## config.mk

```make
export PLATFORM = sky130hd
export DESIGN_NAME = mioc_dram_seq
export DESIGN_NICKNAME = d
export VERILOG_FILES = /design/src/rtl/mioc_dram_pkg.sv /design/src/rtl/mioc_ref_counter.sv /design/src/rtl/mioc_dram_seq.sv
export SDC_FILE = /design/constraint.sdc
export NUM_CORES = 1
export LEC_CHECK = 0
export CELL_PAD_IN_SITES_DETAIL_PLACEMENT = 0
export CELL_PAD_IN_SITES_GLOBAL_PLACEMENT = 1
export CORE_ASPECT_RATIO = 0.5
export CORE_UTILIZATION = 34
export CTS_CLUSTER_DIAMETER = 100
export CTS_CLUSTER_SIZE = 12
export DETAILED_ROUTE_END_ITERATION = 8
export PLACE_DENSITY = 0.72
export SLEW_MARGIN = 30
export SYNTH_ARGS = -nofsm -noshare
export SYNTH_HDL_FRONTEND = slang
export SYNTH_SLANG_ARGS = --single-unit
```

## constraint.sdc

```tcl
create_clock -name B_PHI -period 1.5 [get_ports B_PHI]
set_input_delay 0.15 -clock B_PHI [delete_from_list [all_inputs] [get_ports B_PHI]]
set_output_delay 0.15 -clock B_PHI [all_outputs]
set_load 0.01 [all_outputs]
```

## src/rtl/mioc_dram_pkg.sv

```systemverilog
// Shared types and constants for the MIOC DRAM access sequencer.
package mioc_dram_pkg;

    // Cycles without any refresh before a self refresh is inserted.
    localparam int REF_TIMEOUT_DEF = 48;

    typedef enum logic [2:0] {
        ST_IDLE,
        ST_ROW,
        ST_COL,
        ST_CAS,
        ST_REF,
        ST_SREF1,
        ST_SREF2,
        ST_PRE
    } state_t;

    // Which requester owns the current ROW/COL/CAS/PRE cycle.
    typedef enum logic [1:0] {
        OWN_NONE,
        OWN_Z80,
        OWN_DMA
    } owner_t;

    // Source of the multiplexed RA7 address bit.
    typedef enum logic [1:0] {
        RA7_SRC_ROW,   // BA7 while the row address is presented
        RA7_SRC_COL,   // BA14 while the column address is presented
        RA7_SRC_REF    // refresh row counter MSB during any refresh
    } ra7_src_t;

    function automatic ra7_src_t ra7_src(input state_t st, input logic mux);
        ra7_src_t src;
        if (st inside {ST_REF, ST_SREF1, ST_SREF2}) begin
            src = RA7_SRC_REF;
        end else if (mux) begin
            src = RA7_SRC_COL;
        end else begin
            src = RA7_SRC_ROW;
        end
        return src;
    endfunction

endpackage

```

## src/rtl/mioc_ref_counter.sv

```systemverilog
// Refresh row counter and saturating refresh-timeout counter.
// ref_done is a one-cycle strobe issued while PRE follows a completed refresh;
// on that edge the row counter advances and the timeout restarts from zero.
module mioc_ref_counter
    import mioc_dram_pkg::*;
#(
    parameter int REF_TIMEOUT = REF_TIMEOUT_DEF
) (
    input  logic       B_PHI,
    input  logic       RESET,
    input  logic       ref_done,
    output logic [7:0] ref_cnt,
    output logic       timeout
);

    localparam int              TW      = $clog2(REF_TIMEOUT + 1);
    localparam logic [TW-1:0]   TMO_MAX = TW'(REF_TIMEOUT);

    logic [7:0]    ref_cnt_d, ref_cnt_q;
    logic [TW-1:0] tmo_d, tmo_q;

    // Advance row counter on a completed refresh; otherwise let the timeout saturate upward.
    always_comb begin
        // NOTE: every always_comb output gets a default first so no path leaves it unassigned (no latch).
        ref_cnt_d = ref_cnt_q;
        tmo_d     = tmo_q;
        if (ref_done) begin
            ref_cnt_d = ref_cnt_q + 8'd1;
            tmo_d     = '0;
        end else if (tmo_q < TMO_MAX) begin
            tmo_d = tmo_q + 1'b1;
        end
    end

    // Counter registers with synchronous reset.
    always_ff @(posedge B_PHI) begin
        // NOTE: state is updated with non-blocking assignments so every flop samples pre-edge values.
        if (RESET) begin
            ref_cnt_q <= '0;
            tmo_q     <= '0;
        end else begin
            ref_cnt_q <= ref_cnt_d;
            tmo_q     <= tmo_d;
        end
    end

    assign ref_cnt = ref_cnt_q;
    assign timeout = (tmo_q == TMO_MAX);

endmodule

```

## src/rtl/mioc_dram_seq.sv

```systemverilog
// DRAM access sequencer and arbiter: shares the 64K DRAM between Z80 memory
// cycles, Z80 refresh cycles and 6801 DMA, and inserts a self refresh when
// the Z80 has not refreshed for REF_TIMEOUT cycles. All outputs are registered
// from the next-state value so strobes change exactly on the state edge.
module mioc_dram_seq
    import mioc_dram_pkg::*;
#(
    parameter int REF_TIMEOUT = REF_TIMEOUT_DEF
) (
    input  logic       B_PHI,
    input  logic       RESET,
    input  logic       BMREQ_N,
    input  logic       BRFSH_N,
    input  logic       BRD_N,
    input  logic       N_BWR,
    input  logic       DMA_N,
    input  logic       RAM_EN,
    input  logic       BA15,
    input  logic       BA14,
    input  logic       BA7,
    output logic       RAS_N,
    output logic       MUX,
    output logic       CAS1_N,
    output logic       CAS2_N,
    output logic       RA7,
    output logic       EN245_N,
    output logic       DMA_GNT,
    output logic [7:0] REF_CNT
);

    state_t state_d, state_q;
    owner_t owner_d, owner_q;
    logic   bank_d, bank_q;
    logic   ref_done_d, ref_done_q;

    logic   ras_n_d, ras_n_q;
    logic   mux_d, mux_q;
    logic   cas1_n_d, cas1_n_q;
    logic   cas2_n_d, cas2_n_q;
    logic   ra7_d, ra7_q;
    logic   en245_n_d, en245_n_q;
    logic   dma_gnt_d, dma_gnt_q;

    logic   ref_req, z80_req, dma_req, owner_active;
    logic   timeout;
    logic [7:0] ref_cnt;

    mioc_ref_counter #(
        .REF_TIMEOUT (REF_TIMEOUT)
    ) u_ref_counter (
        .B_PHI    (B_PHI),
        .RESET    (RESET),
        .ref_done (ref_done_q),
        .ref_cnt  (ref_cnt),
        .timeout  (timeout)
    );

    assign ref_req      = !BMREQ_N && !BRFSH_N;
    assign z80_req      = !BMREQ_N && BRFSH_N && RAM_EN;
    assign dma_req      = !DMA_N;
    assign owner_active = (owner_q == OWN_DMA) ? !DMA_N : !BMREQ_N;

    // Arbitration (IDLE only, no preemption) and state sequencing.
    always_comb begin
        state_d = state_q;
        owner_d = owner_q;
        bank_d  = bank_q;
        unique case (state_q)
            ST_IDLE: begin
                owner_d = OWN_NONE;
                if (ref_req) begin
                    state_d = ST_REF;
                end else if (z80_req) begin
                    state_d = ST_ROW;
                    owner_d = OWN_Z80;
                    bank_d  = BA15;
                end else if (dma_req) begin
                    state_d = ST_ROW;
                    owner_d = OWN_DMA;
                    bank_d  = BA15;
                end else if (timeout) begin
                    state_d = ST_SREF1;
                end
            end
            ST_ROW:   state_d = ST_COL;
            ST_COL:   state_d = ST_CAS;
            ST_CAS:   if (!owner_active) state_d = ST_PRE;
            ST_REF:   if (BMREQ_N) state_d = ST_PRE;
            ST_SREF1: state_d = ST_SREF2;
            ST_SREF2: state_d = ST_PRE;
            ST_PRE:   state_d = ST_IDLE;
            default:  state_d = ST_IDLE;
        endcase
        // A refresh counts as complete once its PRE is reached.
        ref_done_d = (state_q inside {ST_REF, ST_SREF2}) && (state_d == ST_PRE);
    end

    // Output values for the state being entered on this edge.
    always_comb begin
        ras_n_d   = !(state_d inside {ST_ROW, ST_COL, ST_CAS, ST_REF, ST_SREF1, ST_SREF2});
        mux_d     = state_d inside {ST_COL, ST_CAS};
        cas1_n_d  = !((state_d == ST_CAS) && !bank_d);
        cas2_n_d  = !((state_d == ST_CAS) && bank_d);
        en245_n_d = !((state_d == ST_CAS) && (owner_d == OWN_Z80) && (!BRD_N || !N_BWR));
        dma_gnt_d = (owner_d == OWN_DMA) && (state_d != ST_IDLE);
        unique case (ra7_src(state_d, mux_d))
            RA7_SRC_REF: ra7_d = ref_cnt[7];
            RA7_SRC_COL: ra7_d = BA14;
            default:     ra7_d = BA7;
        endcase
    end

    // State and output registers; reset abandons any in-flight cycle.
    always_ff @(posedge B_PHI) begin
        if (RESET) begin
            state_q    <= ST_IDLE;
            owner_q    <= OWN_NONE;
            bank_q     <= 1'b0;
            ref_done_q <= 1'b0;
            ras_n_q    <= 1'b1;
            mux_q      <= 1'b0;
            cas1_n_q   <= 1'b1;
            cas2_n_q   <= 1'b1;
            ra7_q      <= 1'b0;
            en245_n_q  <= 1'b1;
            dma_gnt_q  <= 1'b0;
        end else begin
            state_q    <= state_d;
            owner_q    <= owner_d;
            bank_q     <= bank_d;
            ref_done_q <= ref_done_d;
            ras_n_q    <= ras_n_d;
            mux_q      <= mux_d;
            cas1_n_q   <= cas1_n_d;
            cas2_n_q   <= cas2_n_d;
            ra7_q      <= ra7_d;
            en245_n_q  <= en245_n_d;
            dma_gnt_q  <= dma_gnt_d;
        end
    end

    assign RAS_N   = ras_n_q;
    assign MUX     = mux_q;
    assign CAS1_N  = cas1_n_q;
    assign CAS2_N  = cas2_n_q;
    assign RA7     = ra7_q;
    assign EN245_N = en245_n_q;
    assign DMA_GNT = dma_gnt_q;
    assign REF_CNT = ref_cnt;

endmodule

```

==> summary.md, run 1 <==
| Metric | Value |
|---|---|
| Synth Net Count | about 160 |
| Post-route core utilization | approximately 52% |
| Number of iterations in the first detailed-routing pass | 4 |
| Standard cell with the maximum stage delay on the critical path | sky130_fd_sc_hd__dfxtp_2 |
| Antenna violations before repair | 0 |
| Horizontal die dimension | 88.8 microns |
| Worst max-slew margin expressed relative to the limit | between 70 and 80% |
| Placeable core region | between 0.003 and 0.004 sq mm |
| Via total after detailed routing | approximately 1100 |
| Register area share after synthesis | a little over two fifths |
| Cells traversed along the worst timing path | inv_2 > ha_4 > nand4b_1 > o211ai_1 > a21o_1 > nand2_2 > a2111oi_4 |
| Number of buffers and inverters on the critical path | 1 |
| Iter 0 DRT Violations | 25 |
| Setup skew after layout | 1.61 ps |
| Total wire length | 2.78 mm |
| Maximum number of pins on one net before global-route repair | 15 |
| Share of synthesized flip-flops with an asynchronous set or reset | 0% |
| Path type of the worst setup path | flip-flop to flip-flop |
| Area enclosed by the die boundary | between 0.004 and 0.005 sq mm |
| Cell-internal power | roughly 1.6 mW |
| Number of buffers inserted during clock tree synthesis | 3 |
| YS warnings | 0 |
| Fin Setup TNS | -692 ps |
| Maximum capacitance violations | 0 |
| Maximum clock insertion buffer count | 2 |
| Worst Setup Start Kind | flip-flop |
| Cell Pwr Density | ~1300 mW/mm^2 |
| Top achievable clock speed | 607 MHz |
| Net switching power | approximately 0.8 mW |
| Max VDD drop | ~0.00047 V |
| GRT Util Overall | 15.1% |
| Number of placed I/O pins | 26 |
| Setup repair after global routing missed its margin | yes |
| Final critical-path share of the clock period | 110% |
| Initial standard-cell utilization of the core | a little over a third |
| Detailed placer's ending HPWL | around 2.1 mm |
| Growth of design area from synthesis to finish | 43.9% |
| Worst path max stage delay | roughly 330 ps |
| Vias per cell | ~4.7 |
| Setup ws final | -148 ps |
| Slew Limit Fails | 0 |
| Post-synthesis instance area | around 0.0013 sq mm |
| Clock tree from TritonCTS | built |
| Synthesis-stage register bit count | 28 |
| Violated checks | negative setup slack |
| Run status | finished, violations left |
| Per-cell routed wire length | 11.6 microns |
| Clk slew on worst S/H paths | 90 ps |
| Leftover overflow at the end of global routing | 0 |
| Hold Vio Cnt, Final | 0 |
| Total Nets Final | around 210 |
| Endpoint type of the worst setup path | flip-flop |
| Switching portion of total power | about 33% |
| Final setup violation count | 7 |
| EDFF count, synth | 0 |
| Post-route ant nets | 0 |
| Combinational cell fraction of total power | 46.7% |
| Transition at the pin with the smallest max-transition slack | approximately 290 ps |
| Part of the total power dissipated in sequential elements | a little under two fifths |
| Clk root buf | sky130_fd_sc_hd__clkbuf_8 |
| IO Port Bufs | 25 |
| Fraction of final layout cells with drive strength greater than 1 | 24.3% |
| Minimum clock period | ~1600 ps |
| Static leakage power | 0.746 nW |
| Worst endpoint required time | 1680 ps |
| Startpoint of the worst-slack reg-to-reg timing path | u_ref_counter.tmo_q[1]$_SDFFE_PP0P_ |
| Number of global-route vias before repair | between 1000 and 1500 |
| Proportion of power drawn by the clock network | 16.1% |
| Cell family contributing the most delay on the critical path | compound AO/OA/AOI/OAI gates |
| Routability Congestion | 0.793 |
| Unique masters post-synth | between 40 and 50 |
| CTS Sinks | 28 |
| Per-instance average area after synthesis | 8.95 sq um |
| Wire length of the first global-routing pass | ~4.5 mm |
| Post-cts hold buffer count | 0 |
| Num rows | 15 |
| Max FO, Critical Path | 3 |
| Launch instance of the worst min-delay path | BA7 |
| Number of antenna cells inserted | 0 |
| Critical Path Source | u_ref_counter.tmo_q[1]$_SDFFE_PP0P_ |
| DRC errors left | 0 |
| Die extent in y | 45.4 microns |
| H-tree levels | 1 |
| Worst skew pair latency | between 200 and 300 ps |
| Class of the tightest hold or removal check | primary input to flip-flop |
| Synthesized instance count | 143 |
| Main flop type after synthesis | sky130_fd_sc_hd__dfxtp_1 |
| Crit path arrival time | 1830 ps |
what timing repair did:
item                       4_1_cts  5_1_grt
setup endpoints to repair        7        8
gates resized for setup         13        2
pin swaps                       10        2
setup buffers                    0        0
cells in the mapped netlist (3+ instances only):
cell	instances	area, sq um
sky130_fd_sc_hd__nand4_1	3	18.8
sky130_fd_sc_hd__ha_1	3	37.5
sky130_fd_sc_hd__nand3_1	4	20.0
sky130_fd_sc_hd__and3_1	4	25.0
sky130_fd_sc_hd__xor2_1	6	52.6
sky130_fd_sc_hd__inv_1	8	30.0
sky130_fd_sc_hd__dfxtp_1	28	561
sky130_fd_sc_hd__mux2i_1	3	30.0
sky130_fd_sc_hd__o21ai_0	4	20.0
sky130_fd_sc_hd__nor2_1	19	71.3
sky130_fd_sc_hd__nand2_1	15	56.3
sky130_fd_sc_hd__a21oi_1	6	30.0
sky130_fd_sc_hd__clkbuf_1	4	15.0
per-layer routing:
layer / vias up / wire (microns) / track usage (%)
met3: 2 / 89 / 4.53
met2: 16 / 1270 / 24.3
met5: - / 0 / 0
met1: 520 / 1410 / 19.9
li1: 584 / - / -
met4: 0 / 10 / 4.84
sequential cells by signal, summed over array words and instances (netlist names), 2 cells and up:
name                   count
state_q                    3
u_ref_counter.ref_cnt      8
u_ref_counter.tmo_q        6
owner_q                    2
kinds of logic after synthesis:
kind of cell,synth area share (%)
xor gates and xnor gates,5.47
DFF,43.8
muxes,2.35
and+or+nand+nor,24.7
adders and majority gates,2.93
AOI/OAI and AO/OA,15.4
buffers and inverters,5.28
cells in the final DEF (no fill, tap or decap), types with 3 or more instances in the layout:
| cell type | count |
|---|---|
| sky130_fd_sc_hd__dfxtp_1 | 25 |
| sky130_fd_sc_hd__clkdlybuf4s50_1 | 25 |
| sky130_fd_sc_hd__buf_4 | 24 |
| sky130_fd_sc_hd__nor2_1 | 19 |
| sky130_fd_sc_hd__nand2_1 | 13 |
| sky130_fd_sc_hd__xor2_1 | 6 |
| sky130_fd_sc_hd__a21oi_1 | 6 |
| sky130_fd_sc_hd__inv_1 | 6 |
| sky130_fd_sc_hd__o21ai_0 | 4 |
| sky130_fd_sc_hd__and3_1 | 3 |
| sky130_fd_sc_hd__nand4_1 | 3 |
| sky130_fd_sc_hd__mux2i_1 | 3 |
| sky130_fd_sc_hd__clkbuf_8 | 3 |
| sky130_fd_sc_hd__dfxtp_2 | 3 |
cell type report:
class                      count  area (sq um)
sequential                    28           564
clock buffer                   3          41.3
fill                         347          1670
timing repair buffer          49           430
tap                           51          63.8
inverter                       8          30.0
multi-input combinational    101           712
worst reg2reg max path, delay by kind of cell (launching register included):
kind / cells / cell delay [ps]
adders and majority gates: 1 / 130
buffers and inverters: 1 / 70
and+or+nand+nor: 2 / 290
DFF: 1 / 330
AOI/OAI and AO/OA: 3 / 740
per-stage QoR:
stage | total power, mW | std cells | setup WS, ps | hold slack [ps] | cell area [sq um]
final | 2.46 | 240 | -148 | 441 | 1840
after CTS | 2.45 | 240 | -151 | 432 | 1830
after detailed placement | 1.97 | 237 | -322 | 484 | 1750
after floorplan | 1.55 | 143 | -89.3 | 287 | 1290
after global routing | 2.63 | 240 | -244 | 472 | 1840
after global placement | 1.96 | 237 | -244 | 470 | 1750
power by group through the flow:
stage	combinational (mW)	clock (mW)	sequential (mW)
after detailed placement	1.04	0	0.925
after floorplan	0.590	0	0.962
after CTS	1.11	0.422	0.914
final	1.15	0.397	0.913
after global placement	1.04	0	0.924
after global routing	1.26	0.444	0.925
worst paths after layout:
path,to,slack [ps],depth (start not counted)
min,RA7$_SDFF_PP0_,440,3
max reg2reg,DMA_GNT$_SDFF_PP0_,-150,7
max,DMA_GNT$_SDFF_PP0_,-150,7
min reg2reg,CAS1_N$_SDFF_PP1_,490,2
Note: power is estimated with default switching activity, not from simulation.
==> inputs of run 2 (changes only) <==
- CORE_UTILIZATION: 34 -> 40
- PLACE_DENSITY: 0.72 -> 0.8
- clock period: 1.5 -> 2.1 ns (I/O delays scaled with it)
==> run 2 against run 1 <==
Compared with the run above:
- the flow now finishes without violations
- wire length decreased by 9.2%
- clock power decreased by 17%
- critical path type is now primary input to flip-flop
- via count down 8.0%
==> summary.md, run 2 (synthesized netlist as in run 1, its figures left out) <==
| Metric | Value |
|---|---|
| Maximum capacitance violations | 0 |
| IO Port Bufs | 25 |
| Cell family contributing the most delay on the critical path | compound AO/OA/AOI/OAI gates |
| Worst endpoint required time | approximately 2300 ps |
| Routability Congestion | ~0.8 |
| Post-route ant nets | 0 |
| Worst path max stage delay | between 500 and 600 ps |
| Startpoint of the worst-slack reg-to-reg timing path | u_ref_counter.tmo_q[0]$_SDFFE_PP0P_ |
| Total power after layout | between 1.5 and 2 mW |
| Transition at the pin with the smallest max-transition slack | about 370 ps |
| Slew Limit Fails | 0 |
| Worst R2R Path Depth | 6 |
| Max reg flops | 8 |
| Clock tree from TritonCTS | built |
| Number of antenna cells inserted | 0 |
| Critical register-to-register path endpoint | DMA_GNT$_SDFF_PP0_ |
| Worst hold margin | a little under 500 ps |
| Die extent in y | 42 microns |
| Highest-count cells in the layout ignoring fill and taps | sky130_fd_sc_hd__dfxtp_1, sky130_fd_sc_hd__clkdlybuf4s50_1, sky130_fd_sc_hd__nor2_1 |
| Crit path arrival time | approximately 1900 ps |
| DRC errors left | 0 |
| Run status | complete, no violations |
| Num rows | 14 |
| Number of buffers inserted by post-CTS setup repair | 0 |
| Number of buffers inserted during clock tree synthesis | 3 |
| Standard cell with the maximum stage delay on the critical path | sky130_fd_sc_hd__clkdlybuf4s50_1 |
| CTS-repair resized insts | 0 |
| Post-cts hold buffer count | 0 |
| Worst skew pair latency | 270 ps |
| Leftover overflow at the end of global routing | 0 |
| Via total after detailed routing | between 1000 and 1500 |
| Setup slack, reg-to-reg | ~400 ps |
| Fin Setup TNS | 0 ps |
| Number of global-route vias before repair | between 900 and 1000 |
| Total wire length | approximately 2.5 mm |
| Horizontal die dimension | approximately 82 microns |
| Cells traversed along the worst timing path | clkdlybuf4s50_1 > nand3b_1 > nand2_1 > o31ai_2 > nand2_1 > a2111oi_4 |
| Vias per cell | a little under 5 |
| Count of non-filler cells in the finished layout | ~210 |
| Commonest non-fill, non-tap cell in the layout | sky130_fd_sc_hd__dfxtp_1 |
| Iter 0 DRT Violations | 18 |
| Critical Path Source | BMREQ_N |
| Setup repair after global routing missed its margin | no |
| Top achievable clock speed | 585 MHz |
| Clk slew on worst S/H paths | ~90 ps |
| Number of buffers and inverters on the critical path | 1 |
| Detailed placer's ending HPWL | between 1.5 and 2 mm |
| Clk root buf | sky130_fd_sc_hd__clkbuf_8 |
| Max FO, Critical Path | 7 |
| Hold Vio Cnt, Final | 0 |
| Maximum clock insertion buffer count | 2 |
| Worst Setup Start Kind | primary input |
| Final setup violation count | 0 |
| Capturing element of the worst setup path | DMA_GNT$_SDFF_PP0_ |
| Path type of the worst setup path | primary input to flip-flop |
| Wire length of the first global-routing pass | around 4.2 mm |
| GRT Util Overall | 16.5% |
| Worst max-slew margin expressed relative to the limit | approximately 75% |
| Antenna violations before repair | 0 |
| Max VDD drop | around 0.00064 V |
| Per-cell routed wire length | around 12 microns |
| Number of gates on the worst path with buffers counted | 6 |
| Number of placed cells counting well taps | just over 200 |
| Initial standard-cell utilization of the core | around 42% |
| Class of the tightest hold or removal check | primary input to flip-flop |
| Placeable core region | 0.00303 sq mm |
| Growth of design area from synthesis to finish | 26.0% |
| Static leakage power | 0.634 nW |
| Total Nets Final | approximately 180 |
| Number of iterations in the first detailed-routing pass | 4 |
| CTS Sinks | 28 |
| Maximum number of pins on one net before global-route repair | 20 |
| H-tree levels | 1 |
| Endpoint type of the worst setup path | flip-flop |
| Minimum clock period | 1710 ps |
| Cell Pwr Density | approximately 970 mW/mm^2 |
| Fraction of final layout cells with drive strength greater than 1 | ~7.1% |
| Setup skew after layout | about 1.9 ps |
| Number of placed I/O pins | 26 |
| Depth of the worst hold-timing path | 3 |
| Most frequent cell on the critical path | sky130_fd_sc_hd__nand2_1 |
| Final critical-path share of the clock period | a little over 80% |
| Area enclosed by the die boundary | 0.00344 sq mm |
## run 2: worst min-delay path by stage
stage,start,endpoint
floorplan,N_BWR,EN245_N$_SDFF_PP1_
global placement,bank_q$_SDFF_PP0_,CAS1_N$_SDFF_PP1_
detailed placement,bank_q$_SDFF_PP0_,CAS1_N$_SDFF_PP1_
CTS,BA7,RA7$_SDFF_PP0_
global route,BA7,RA7$_SDFF_PP0_
finish,BA7,RA7$_SDFF_PP0_
## run 2: cell type report
| type | count | area (sq um) |
|---|---|---|
| Clock buffer | 4 | 55.1 |
| Multi-Input combinational cell | 101 | 652 |
| Tap cell | 40 | 50.0 |
| Timing Repair Buffer | 27 | 265 |
| Inverter | 8 | 30.0 |
| Sequential cell | 28 | 561 |
| Fill cell | 289 | 1420 |
## run 2: where the power goes
part           internal, mW  total (mW)  switching (mW)  leakage (nW)
Combinational         0.271       0.553           0.281         0.377
Sequential            0.611       0.684          0.0726         0.228
Clock                 0.168       0.329           0.161        0.0288
## run 2: per-layer routing
metal  track usage [%]  wire length [microns]  part of all wire (%)  vias to the layer above
met2              23.6                   1080                    43                       13
met5                 0                      0                     0                        -
met4              4.21                     22                  0.87                        0
met1              23.9                   1320                    52                      477
met3              5.22                    102                   4.0                        2
li1                  -                      -                     -                      540
## run 2: through the flow
| stage | setup slack (ps) | utilization, % | instance area [sq um] |
|---|---|---|---|
| after floorplan | 472 | - | 1280 |
| after global placement | 166 | 51.4 | 1560 |
| after detailed placement | 108 | 51.4 | 1560 |
| after CTS | 386 | 53.2 | 1610 |
| after global routing | 198 | 53.2 | 1610 |
| final | 392 | 53.2 | 1610 |
## run 2: worst min-delay path: cells and delay by family
family	cells	cell delay, ps
AOI/OAI and AO/OA	1	70
buffers and inverters	2	440
